===== config.mk =====
export PLATFORM = sky130hd
export DESIGN_NAME = simple_data_mem
export DESIGN_NICKNAME = d
export VERILOG_FILES = /design/src/rtl/simple_data_mem_pkg.sv /design/src/rtl/simple_data_mem_sat_counter.sv /design/src/rtl/simple_data_mem.sv
export SDC_FILE = /design/constraint.sdc
export NUM_CORES = 1
export LEC_CHECK = 0
export ABC_CLOCK_PERIOD_IN_PS = 2050
export BUFFER_PORTS_ARGS = -buffer_cell sky130_fd_sc_hd__buf_2
export CAP_MARGIN = 25
export CORE_UTILIZATION = 45
export DETAILED_ROUTE_END_ITERATION = 12
export PLACE_DENSITY = 0.66
export SKIP_LAST_GASP = 1
export SLEW_MARGIN = 20
export SYNTH_ARGS = -nofsm -noshare
export SYNTH_HDL_FRONTEND = slang
export SYNTH_HIERARCHICAL = 1
export SYNTH_SLANG_ARGS = --single-unit

===== constraint.sdc =====
create_clock -name clk -period 2.05 [get_ports clk]
set_input_delay 0.41 -clock clk [delete_from_list [all_inputs] [get_ports clk]]
set_output_delay 0.41 -clock clk [all_outputs]
set_load 0.005 [all_outputs]

===== src/rtl/simple_data_mem_pkg.sv =====
// Shared constants for the simple_riscv core and its data memory.
// Default widths and the instruction opcode encoding common to both sides.
package simple_data_mem_pkg;

    localparam int DEF_DATA_W = 8;
    localparam int DEF_ADDR_W = 4;
    localparam int DEF_CNT_W  = 16;

    typedef enum logic [3:0] {
        OP_LOAD  = 4'h0,
        OP_STORE = 4'h1,
        OP_ADD   = 4'h2,
        OP_SUB   = 4'h3,
        OP_AND   = 4'h4,
        OP_OR    = 4'h5
    } opcode_e;

endpackage


===== src/rtl/simple_data_mem_sat_counter.sv =====
// Saturating up-counter with synchronous clear; sticks at all-ones.
module sat_counter #(
    parameter int CNT_W = 16
) (
    input  logic             clk,
    input  logic             clear,
    input  logic             inc,
    output logic [CNT_W-1:0] cnt
);

    logic [CNT_W-1:0] cnt_q;
    logic [CNT_W-1:0] cnt_d;

    // next count: hold once every bit is set
    always_comb begin
        cnt_d = cnt_q;
        if (inc && (cnt_q != {CNT_W{1'b1}})) begin
            cnt_d = cnt_q + {{(CNT_W-1){1'b0}}, 1'b1};
        end else begin
            cnt_d = cnt_q;
        end
    end

    // count register
    always_ff @(posedge clk) begin
        if (clear) begin
            cnt_q <= {CNT_W{1'b0}};
        end else begin
            cnt_q <= cnt_d;
        end
    end

    assign cnt = cnt_q;

endmodule


===== src/rtl/simple_data_mem.sv =====
// Data memory beside the simple_riscv core: register array, registered read
// port with held data, bench preload/peek port and saturating access counters.
module simple_data_mem
    import simple_data_mem_pkg::*;
#(
    parameter int DATA_W = DEF_DATA_W,
    parameter int ADDR_W = DEF_ADDR_W,
    parameter int CNT_W  = DEF_CNT_W
) (
    input  logic              clk,
    input  logic              reset_n,
    input  logic [ADDR_W-1:0] addr,
    input  logic              mem_read,
    input  logic              mem_write,
    input  logic [DATA_W-1:0] data_out,
    output logic [DATA_W-1:0] data_in,
    output logic              rd_valid,
    input  logic              ld_we,
    input  logic [ADDR_W-1:0] ld_addr,
    input  logic [DATA_W-1:0] ld_data,
    input  logic [ADDR_W-1:0] dbg_addr,
    output logic [DATA_W-1:0] dbg_data,
    output logic [CNT_W-1:0]  rd_count,
    output logic [CNT_W-1:0]  wr_count,
    output logic              collide
);

    localparam int DEPTH = 1 << ADDR_W;

    logic [DATA_W-1:0] mem_q [DEPTH];
    logic [DATA_W-1:0] data_in_q, data_in_d;
    logic              rd_valid_q, rd_valid_d;
    logic              collide_q, collide_d;

    logic              wr_en_s;
    logic [ADDR_W-1:0] wr_addr_s;
    logic [DATA_W-1:0] wr_data_s;
    logic              core_wr_s;

    // preload outranks the core; the losing core write is simply dropped
    always_comb begin
        wr_en_s   = 1'b0;
        wr_addr_s = addr;
        wr_data_s = data_out;
        if (ld_we) begin
            wr_en_s   = 1'b1;
            wr_addr_s = ld_addr;
            wr_data_s = ld_data;
        end else if (mem_write) begin
            wr_en_s   = 1'b1;
            wr_addr_s = addr;
            wr_data_s = data_out;
        end else begin
            wr_en_s   = 1'b0;
        end
    end

    assign core_wr_s = mem_write & ~ld_we;

    // read register next-state: write-first bypass when the winning write hits addr
    always_comb begin
        data_in_d  = data_in_q;
        rd_valid_d = mem_read;
        collide_d  = collide_q | (ld_we & mem_write);
        if (mem_read) begin
            if (wr_en_s && (wr_addr_s == addr)) begin
                data_in_d = wr_data_s;
            end else begin
                data_in_d = mem_q[addr];
            end
        end else begin
            data_in_d = data_in_q;
        end
    end

    // array, read register and sticky collide flag
    always_ff @(posedge clk) begin
        if (!reset_n) begin
            for (int i = 0; i < DEPTH; i++) begin
                mem_q[i] <= {DATA_W{1'b0}};
            end
            data_in_q  <= {DATA_W{1'b0}};
            rd_valid_q <= 1'b0;
            collide_q  <= 1'b0;
        end else begin
            if (wr_en_s) begin
                mem_q[wr_addr_s] <= wr_data_s;
            end
            data_in_q  <= data_in_d;
            rd_valid_q <= rd_valid_d;
            collide_q  <= collide_d;
        end
    end

    sat_counter #(.CNT_W(CNT_W)) u_rd_cnt (
        .clk   (clk),
        .clear (~reset_n),
        .inc   (mem_read),
        .cnt   (rd_count)
    );

    sat_counter #(.CNT_W(CNT_W)) u_wr_cnt (
        .clk   (clk),
        .clear (~reset_n),
        .inc   (core_wr_s),
        .cnt   (wr_count)
    );

    assign data_in  = data_in_q;
    assign rd_valid = rd_valid_q;
    assign collide  = collide_q;
    assign dbg_data = mem_q[dbg_addr];

endmodule

==> results of run 1 <==
layer usage:
metal  vias to the layer above  part of all wire [%]  track usage [%]
li1                       2916                     -                -
met1                      3281                    38             31.2
met2                       344                    51             42.6
met3                        54                   8.6             5.67
met4                         0                   2.4             8.32
met5                         -                     0                0
worst paths after layout:
kind | startpoint | to | slack (ns) | depth (start not counted)
min reg2reg | data_in[6]$_SDFFE_PN0P_ | data_in[6]$_SDFFE_PN0P_ | 0.47 | 2
max reg2reg | u_wr_cnt/cnt[13]$_SDFFE_PP0P_ | u_wr_cnt/cnt[3]$_SDFFE_PP0P_ | 0.18 | 5
max | mem_q[12][6]$_SDFFCE_PN0P_ | dbg_data[6] | -0.38 | 3
min | mem_write | collide$_SDFF_PN0_ | 0.28 | 3
logic make-up after synthesis:
group / count (synthesis) / synth area share [%]
compound gates: 82 / 7.48
xor+xnor: 7 / 0.689
fa+ha+maj: 2 / 0.281
buf+inv: 51 / 3.01
flops: 170 / 52.6
mux: 86 / 19.8
simple gates: 290 / 16.1
cell type report:
| type | count | area [µm²] | area share, % |
|---|---|---|---|
| sequential | 170 | 4680 | 43.7 |
| clock buffer | 18 | 439 | 4.10 |
| inverter | 9 | 33.8 | 0.315 |
| clock inverter | 14 | 115 | 1.07 |
| timing repair buffer | 145 | 1150 | 10.8 |
| multi-input combinational | 467 | 3960 | 37.0 |
| tap | 265 | 332 | 3.09 |
flip-flops by register name, indices dropped and copies added (netlist names):
register / cells
data_in: 8
collide: 1
u_rd_cnt/cnt: 16
u_wr_cnt/cnt: 16
mem_q: 128
rd_valid: 1
power by group:
part / total (mW) / internal [mW] / leakage [nW] / switching, mW
sequential: 4.03 / 3.89 / 1.56 / 0.145
clock: 3.04 / 1.61 / 0.275 / 1.42
combinational: 1.04 / 0.536 / 2.07 / 0.500
repair_timing:
action | 4_1_cts | 5_1_grt
setup endpoints to repair | 8 | 8
gates resized for setup | 0 | 3
buffers inserted | 0 | 1
placed cells by master (no fill, tap or decap), types with 4 or more instances in the layout:
cell type,Yosys,final
dfxtp_1,42,42
inv_1,9,9
nor3_1,8,8
o31ai_1,12,12
nor2b_1,8,8
nor4_1,4,4
nand2_1,42,38
buf_12,0,20
or3_1,6,6
edfxtp_1,128,128
a22o_1,16,16
and4_1,6,6
clkbuf_16,0,17
clkinv_4,0,5
a21oi_1,21,21
nand4_1,6,6
buf_2,13,79
or4_1,14,14
mux2i_1,11,11
nand2b_1,4,4
xnor2_1,6,6
mux4_2,72,72
nand2_4,4,4
buf_4,4,43
nor2_1,151,151
nand2_2,10,14
o21ai_0,9,9
o221ai_1,8,8
nand3_1,13,13
through the flow:
stage	TNS, ns	hold slack [ns]	instance area (µm²)	util (%)	cells
final	-2.71	0.276	10700	55.3	1088
after detailed placement	-2.75	0.451	10100	52.3	1055
after global routing	-3.09	0.302	10700	55.3	1088
after floorplan	0	0.457	8940	-	688
after CTS	-2.81	0.264	10700	55.1	1087
after global placement	-1.91	0.445	10100	52.3	1055
tightest hold or removal path: stages:
cell and delay (ns):
buf_2 0.11, a21oi_1 0.07, nor2_1 0.08
==> impl_results.md, run 1 <==
* Yosys warnings at 6
* Syn avg cell area at between 10 and 15 µm²
* Buffers on Ports at between 80 and 90
* RSZ-0062 raised after global routing: true
* Die ar. at a little over 20000 µm²
* Largest net degree at the start of global routing at 35
* Yosys top cell area share at between 40% and 50%
* Final ANT Viol Nets at 0
* Synth unique cells at 48
* Via density at a little over 6
* DRT Pass-1 Iters at 5
* Worst slew margin at between 30% and 40%
* Htree depth at 4
* CP endpoint kind: output port
* Synth top cells by count: 151 x nor2_1, 128 x edfxtp_1, 72 x mux4_2, 42 x dfxtp_1, 42 x nand2_1
* Number of synthesized register bits at 170
* Root Driver: clkbuf_16
* Min cycle time layout at between 2 and 2.5 ns
* Max-cap viol count at 0
* Core area at 19400 µm²
* # clock sinks at 170
* WL final at 24000 µm
* Syn nets at 723
* Largest stage delay on the critical path at between 0.5 and 0.6 ns
* Final setup fails at 8
* Starting Density at between 40 and 50%
* N_diodes at 0
* Failing checks: setup timing
* Total power at 8.11 mW
* Die H at between 100 and 150 µm
* Post-synthesis instance total at just under 700
* Cell with the most instances after synthesis: nor2_1
* Fraction of layout cells with a size suffix above 1 at between 30% and 40%
* Die W at between 100 and 150 µm
* DR vias at roughly 6600
* CTS tree: yes
* Gr ovfl total at 0
* Hold WC Path Type: input port to register
* Worst-Skew Late Latency at roughly 0.43 ns
* Setup Crit Path Kind: register to output port
* Fillers at approximately 1700
* GP Congestion at around 0.91
* Post-Place Worst Slack at -0.299 ns
* Max IR drop VDD at 0.000547 V
* Max-slew violations at 0
* Hpwl dp at between 15000 and 20000 µm
* Post-Route Skew at between 0.005 and 0.006 ns
* # nets final at 845
* Crit-path leading delay family: multiplexers
* Final Hold Viols at 0
* Tcrit/Tclk final at 119%
* Required @ worst endpoint at 1.64 ns
* Top FF cell, synth: edfxtp_1
* I/O pins at 83
* Post-synth EDFFs at between 100 and 150
* Slowest cell on crit path: mux4_2
* Sequential fraction of the synthesis area at 52.6%
* Pwr dens at 756 nW/µm²
* # rows at ~50
* First-pass GRT wire length at between 30000 and 40000 µm
* Crit-path cells: mux4_2, mux4_2, buf_6
* Critical Path Most Common Cell: mux4_2
* CTS Buffer Depth at 2
* CTS buffer count at 17
* Worst setup margin at -0.380 ns
* Post-synth top area cell: edfxtp_1
* 1st-iter DRT viols at a little under 600
* P_leak at ~3.9 nW
* DR DRC count at 0
* Peak Freq at between 400 and 500 MHz
* Synth async-reset ratio at 0%
* GRT Util Overall at between 20 and 25%
* Synthesized cell area at ~8900 µm²
* Crit path buffers/inverters at 1
* Layout area overhead at 20.4%
* Actual slew at the worst max-slew pin at approximately 0.94 ns
* # hold bufs at CTS at 0
* Outcome: finished with violations
* CTS clk-pin slew, worst paths at ~0.07 ns
* Vias in the first global route at 6635
* Initial antenna violation count at 0
* Crit path launch type: register
* WP data arrival at around 2.0 ns
* Wire length per cell at 22.0 µm
* Top cells by area, synth: edfxtp_1 43%, mux4_2 18%, dfxtp_1 9.4%
* Critical Path Fanout Max at 2
No activity file was read; power rests on OpenSTA's default activity.
==> run 2, diff against run 1 <==
--- a/config.mk
+++ b/config.mk
@@ -8,9 +8,9 @@
 export ABC_CLOCK_PERIOD_IN_PS = 2050
 export BUFFER_PORTS_ARGS = -buffer_cell sky130_fd_sc_hd__buf_2
 export CAP_MARGIN = 25
-export CORE_UTILIZATION = 45
+export CORE_UTILIZATION = 54
 export DETAILED_ROUTE_END_ITERATION = 12
-export PLACE_DENSITY = 0.66
+export PLACE_DENSITY = 0.76
 export SKIP_LAST_GASP = 1
 export SLEW_MARGIN = 20
 export SYNTH_ARGS = -nofsm -noshare
==> impl_results.md, run 2 (same netlist as run 1, synthesis figures left out) <==
* I/O pins at 83
* CTS clk-pin slew, worst paths at ~0.06 ns
* Largest Register: mem_q
* Actual slew at the worst max-slew pin at a little under 0.8 ns
* Peak Freq at 405 MHz
* Worst setup margin at -0.418 ns
* R2r setup slk at around 0.16 ns
* GRT Util Overall at a little under a third
* Util after Layout at about two thirds
* Setup Crit Path Kind: register to output port
* GP Congestion at between 1 and 1.5
* 1st-iter DRT viols at around 800
* Path depth of the worst reg2reg path at 5
* Post-Route Skew at roughly 0.0064 ns
* Post-CTS Resized at 0
* WP data arrival at 2.06 ns
* Post-Place Worst Slack at -0.289 ns
* CP endpoint kind: output port
* Root Driver: clkbuf_16
* # clock sinks at 170
* # nets final at between 800 and 900
* CTS tree: yes
* Area after DPL at about 10000 µm²
* Total power at slightly above 8 mW
* # rows at 46
* DR DRC count at 0
* RSZ-0062 raised after global routing: true
* Max-cap viol count at 0
* Die ar. at around 17000 µm²
* # hold bufs at CTS at 0
* Worst-Skew Late Latency at between 0.4 and 0.5 ns
* Die W at 130 µm
* Max IR drop VDD at ~0.0006 V
* Critical Path Fanout Max at 2
* Post-route cell area at between 10000 and 15000 µm²
* Hold path endpoint: collide$_SDFF_PN0_
* Min cycle time layout at around 2.5 ns
* Max-slew violations at 0
* Hold path depth at 3
* Final Hold Viols at 0
* R2R Path Start: u_rd_cnt/cnt[13]$_SDFFE_PP0P_
* Outcome: finished with violations
* Most common cell after layout, fill and taps aside: nor2_1
* Die H at between 100 and 150 µm
* Hpwl dp at roughly 18000 µm
* R2r endpoint: u_rd_cnt/cnt[3]$_SDFFE_PP0P_
* Setup TNS at -2.93 ns
* Via density at ~6.5
* Vias in the first global route at between 6000 and 7000
* Pwr dens at approximately 770 nW/µm²
* Htree depth at 4
* Fraction of layout cells with a size suffix above 1 at around 35%
* Failing checks: setup timing
* First-pass GRT wire length at 37800 µm
* Most frequent cells in the layout: 151 x nor2_1, 128 x edfxtp_1, 82 x buf_2
* Crit path launch type: register
* Layout area overhead at 20.3%
* Hold WC Path Type: input port to register
* CTS Buffer Depth at 2
* P_leak at 3.92 nW
* Required @ worst endpoint at between 1.5 and 2 ns
* Wire length per cell at 23.6 µm
* DR vias at between 6000 and 7000
* Max reg flops at approximately 130
* Gr ovfl total at 0
* Buffers on Ports at just over 80
* Post-Place Cells at slightly above 1000
* Final hold slack at ~0.26 ns
* N_diodes at 0
* Final Instance Count excl. Fillers at approximately 1000
* Largest net degree at the start of global routing at 36
* Starting Density at between 50% and 60%
* Worst slew margin at between 40 and 50%
* Tcrit/Tclk final at 120%
* Hold Startpoint: mem_write
* Initial antenna violation count at 0
* Core area at between 15000 and 20000 µm²
* Setup Fix Bufs, Post-CTS at 2
* Final setup fails at 8
* CTS buffer count at 17
* WL final at between 20000 and 25000 µm
* Final ANT Viol Nets at 0
* DRT Pass-1 Iters at 6
## run 2: routing by layer
metal,track usage (%),vias to the layer above,routed length (µm)
li1,-,2902,-
met1,37.0,3285,8660
met2,51.3,495,12100
met3,9.49,95,2640
met4,15.5,0,1090
met5,0,-,0
## run 2: layout make-up
class                   count  area (µm²)
multi-input cells         467        3960
inverters                   9        33.8
clock inverters            14         149
fillers                  1166        5290
flip-flops and latches    170        4680
clock buffers              18         429
repair buffers            147        1190
well taps                 216         270
## run 2: worst max path at each step
stage                                         start     endpoint  slack, ns  cells past startpoint
after floorplan                         dbg_addr[0]  dbg_data[0]      0.002                      4
after global placement                  dbg_addr[0]  dbg_data[7]      -0.25                      5
after detailed placement                dbg_addr[0]  dbg_data[5]      -0.29                      5
after CTS                 mem_q[3][7]$_SDFFCE_PN0P_  dbg_data[7]      -0.39                      3
after global routing      mem_q[3][7]$_SDFFCE_PN0P_  dbg_data[7]      -0.43                      3
final                     mem_q[3][7]$_SDFFCE_PN0P_  dbg_data[7]      -0.42                      3
## run 2: power breakdown
part	leakage, nW	total [mW]	switching, mW	internal [mW]
clock network	0.273	3.15	1.35	1.80
logic	2.08	1.06	0.517	0.539
registers	1.56	4.06	0.164	3.89
## run 2: worst max-delay path, cell delays in order, from the launching register on
cell	delay (ns)
edfxtp_1	0.44
mux4_2	0.51
mux4_2	0.53
buf_2	0.16
==> run 3, diff against run 2 <==
--- a/config.mk
+++ b/config.mk
@@ -8,9 +8,11 @@
 export ABC_CLOCK_PERIOD_IN_PS = 2050
 export BUFFER_PORTS_ARGS = -buffer_cell sky130_fd_sc_hd__buf_2
 export CAP_MARGIN = 25
-export CORE_UTILIZATION = 54
+export CELL_PAD_IN_SITES_DETAIL_PLACEMENT = 1
+export CELL_PAD_IN_SITES_GLOBAL_PLACEMENT = 2
+export CORE_UTILIZATION = 38
 export DETAILED_ROUTE_END_ITERATION = 12
-export PLACE_DENSITY = 0.76
+export PLACE_DENSITY_LB_ADDON = 0.1
 export SKIP_LAST_GASP = 1
 export SLEW_MARGIN = 20
 export SYNTH_ARGS = -nofsm -noshare
==> impl_results.md, run 3 (same netlist as run 1, synthesis figures left out) <==
* Outcome: finished with violations
* Failing checks: setup timing
* Wire length per cell at approximately 23 µm
* Most frequent cells in the layout: 151 x nor2_1, 128 x edfxtp_1, 82 x buf_2
* R2r setup slk at 0.20 ns
* M1 GR Usage at between 20 and 30%
* Area after DPL at just over 10000 µm²
* WP data arrival at ~2 ns
* CTS Buffer Depth at 2
* Setup Crit Path Kind: register to output port
* Worst setup margin at -0.413 ns
* Clk pwr share at between 30% and 40%
* Setup TNS at -2.98 ns
* Crit path buffers/inverters at 1
* Largest net degree at the start of global routing at 29
* Worst slew margin at between 40 and 50%
* # nets final at between 800 and 900
* Initial antenna violation count at 1
* DRT Pass-1 Iters at 4
* 1st-iter DRT viols at roughly 340
* # clock sinks at 170
* RSZ-0062 raised after global routing: true
* Largest Register: mem_q
* Final Hold Viols at 0
* Util after Layout at between 40% and 50%
* GP Congestion at just over 0.9
* Die W at between 150 and 200 µm
* Critical Path Fanout Max at 2
* Hpwl dp at just over 20000 µm
* Routing usage on met2 at a little over two fifths
* Buffers on Ports at 82
* Max-cap viol count at 0
* Die ar. at about 24000 µm²
* Switch Pwr at 2.23 mW
* Core area at around 23000 µm²
* I/O pins at between 80 and 90
* DR vias at around 6600
* Internal power at about 6.1 mW
* R2r endpoint: u_wr_cnt/cnt[15]$_SDFFE_PP0P_
* Hold path depth at 4
* Starting Density at roughly two fifths
* Final ANT Viol Nets at 0
* GRT met3 Usage at under 10%
* Largest stage delay on the critical path at around 0.52 ns
* Max reg flops at between 100 and 150
* Actual slew at the worst max-slew pin at between 0.8 and 0.9 ns
* # rows at 55
* Path depth of the worst reg2reg path at 7
* First-pass GRT wire length at between 40000 and 50000 µm
* Worst-Skew Late Latency at ~0.44 ns
* DR DRC count at 0
* Gr ovfl total at 0
* Crit-path cells: mux4_2, mux4_2, buf_2
* Layout area overhead at 23.0%
* WL final at approximately 27000 µm
* Max IR drop VDD at between 0.0005 and 0.0006 V
* Most common cell after layout, fill and taps aside: nor2_1
* P_leak at about 4 nW
* Root Driver: clkbuf_16
* GRT Util Overall at approximately a quarter
* Via density at approximately 5.7
* Critical Path Most Common Cell: mux4_2
* Vias in the first global route at 7047
* Final setup fails at 8
* Min cycle time layout at roughly 2.5 ns
* Tcrit/Tclk final at 120%
* Sequential Power Share at approximately 50%
* Most Crowded Layer GR: met2
* Required @ worst endpoint at between 1.5 and 2 ns
* Peak Freq at 406 MHz
* CTS buffer count at 17
* R2R Path Start: u_wr_cnt/cnt[0]$_SDFFE_PP0P_
* Pwr dens at around 760 nW/µm²
* Max-slew violations at 0
* Sw frac at 26.9%
* Die H at 155 µm
* Crit path launch type: register
* Slowest cell on crit path: mux4_2
* CTS clk-pin slew, worst paths at around 0.070 ns
* Post-Route Skew at about 0.010 ns
* N_diodes at 0
* Combinational Power Share at roughly 13%
* Htree depth at 4
* CP startpoint: mem_q[12][6]$_SDFFCE_PN0P_
* Crit-path leading delay family: multiplexers
* Hold Startpoint: mem_write
* Post-route cell area at roughly 11000 µm²
* CTS tree: yes
* Hold WC Path Type: input port to register
* CP endpoint kind: output port
* Fraction of layout cells with a size suffix above 1 at a little over a third
* Hold path endpoint: collide$_SDFF_PN0_
run 3: changes by cell type in the layout (fill, tap and decap cells not counted):
cell        previous run  this run
bufinv_16              2         0
clkinvlp_4             4         0
inv_8                  0         6
clkbuf_1               1         0
buf_12                23        24
clkinv_8               0         1
clkinv_1               0         1
clkinv_2               3         0
buf_4                 42        55
inv_6                  3         5
run 3: routing by layer:
| metal | vias to the layer above | routed length, µm |
|---|---|---|
| li1 | 2937 | - |
| met1 | 3372 | 10700 |
| met2 | 218 | 14300 |
| met3 | 53 | 1170 |
| met4 | 2 | 816 |
| met5 | - | 13 |
run 3: timing repair:
item / 4_1_cts / 5_1_grt
gates resized for setup: 0 / 0
hold endpoints to repair: 0 / 0
hold buffers: 0 / 0
setup buffers: 0 / 7
endpoints found under the setup margin: 8 / 18
pin swaps: 0 / 2
run 3: worst reg2reg max path, cell delays in order (launching register included):
cell and delay, ns:
dfxtp_1 0.35, ha_1 0.27, nand3_1 0.16, nor4_4 0.06, buf_4 0.16, buf_4 0.13
or4_1 0.50, a21oi_1 0.15
run 3: power by group through the flow:
stage                     clock network (mW)  registers (mW)  logic [mW]
after detailed placement                   0            4.12        1.08
final                                   3.19            4.04        1.07
after floorplan                            0            4.02       0.654
after global routing                    3.38            4.05        1.14
after global placement                     0            4.12        1.04
after CTS                               3.25            4.04        1.08
run 3: worst max path at each step:
| stage | end | slack (ns) | cells past startpoint |
|---|---|---|---|
| final | dbg_data[6] | -0.41 | 3 |
| after global placement | dbg_data[3] | -0.31 | 5 |
| after floorplan | dbg_data[0] | 0.002 | 4 |
| after CTS | dbg_data[6] | -0.44 | 3 |
| after detailed placement | dbg_data[0] | -0.32 | 5 |
| after global routing | dbg_data[6] | -0.45 | 3 |
run 3: stage by stage:
step | power (mW) | instances | hold slack (ns) | setup slack, ns
after floorplan | 4.67 | 688 | 0.457 | 0.00239
after global placement | 5.16 | 1113 | 0.445 | -0.309
after detailed placement | 5.20 | 1113 | 0.456 | -0.323
after CTS | 8.38 | 1145 | 0.313 | -0.444
after global routing | 8.57 | 1152 | 0.325 | -0.446
final | 8.30 | 1152 | 0.325 | -0.413
run 3: area by class of cell:
class / count / area, µm²
Clock buffer: 17 / 425
Clock inverter: 15 / 149
Fill cell: 2368 / 11800
Inverter: 9 / 33.8
Multi-Input combinational cell: 467 / 3960
Sequential cell: 170 / 4680
Tap cell: 313 / 392
Timing Repair Buffer: 161 / 1300
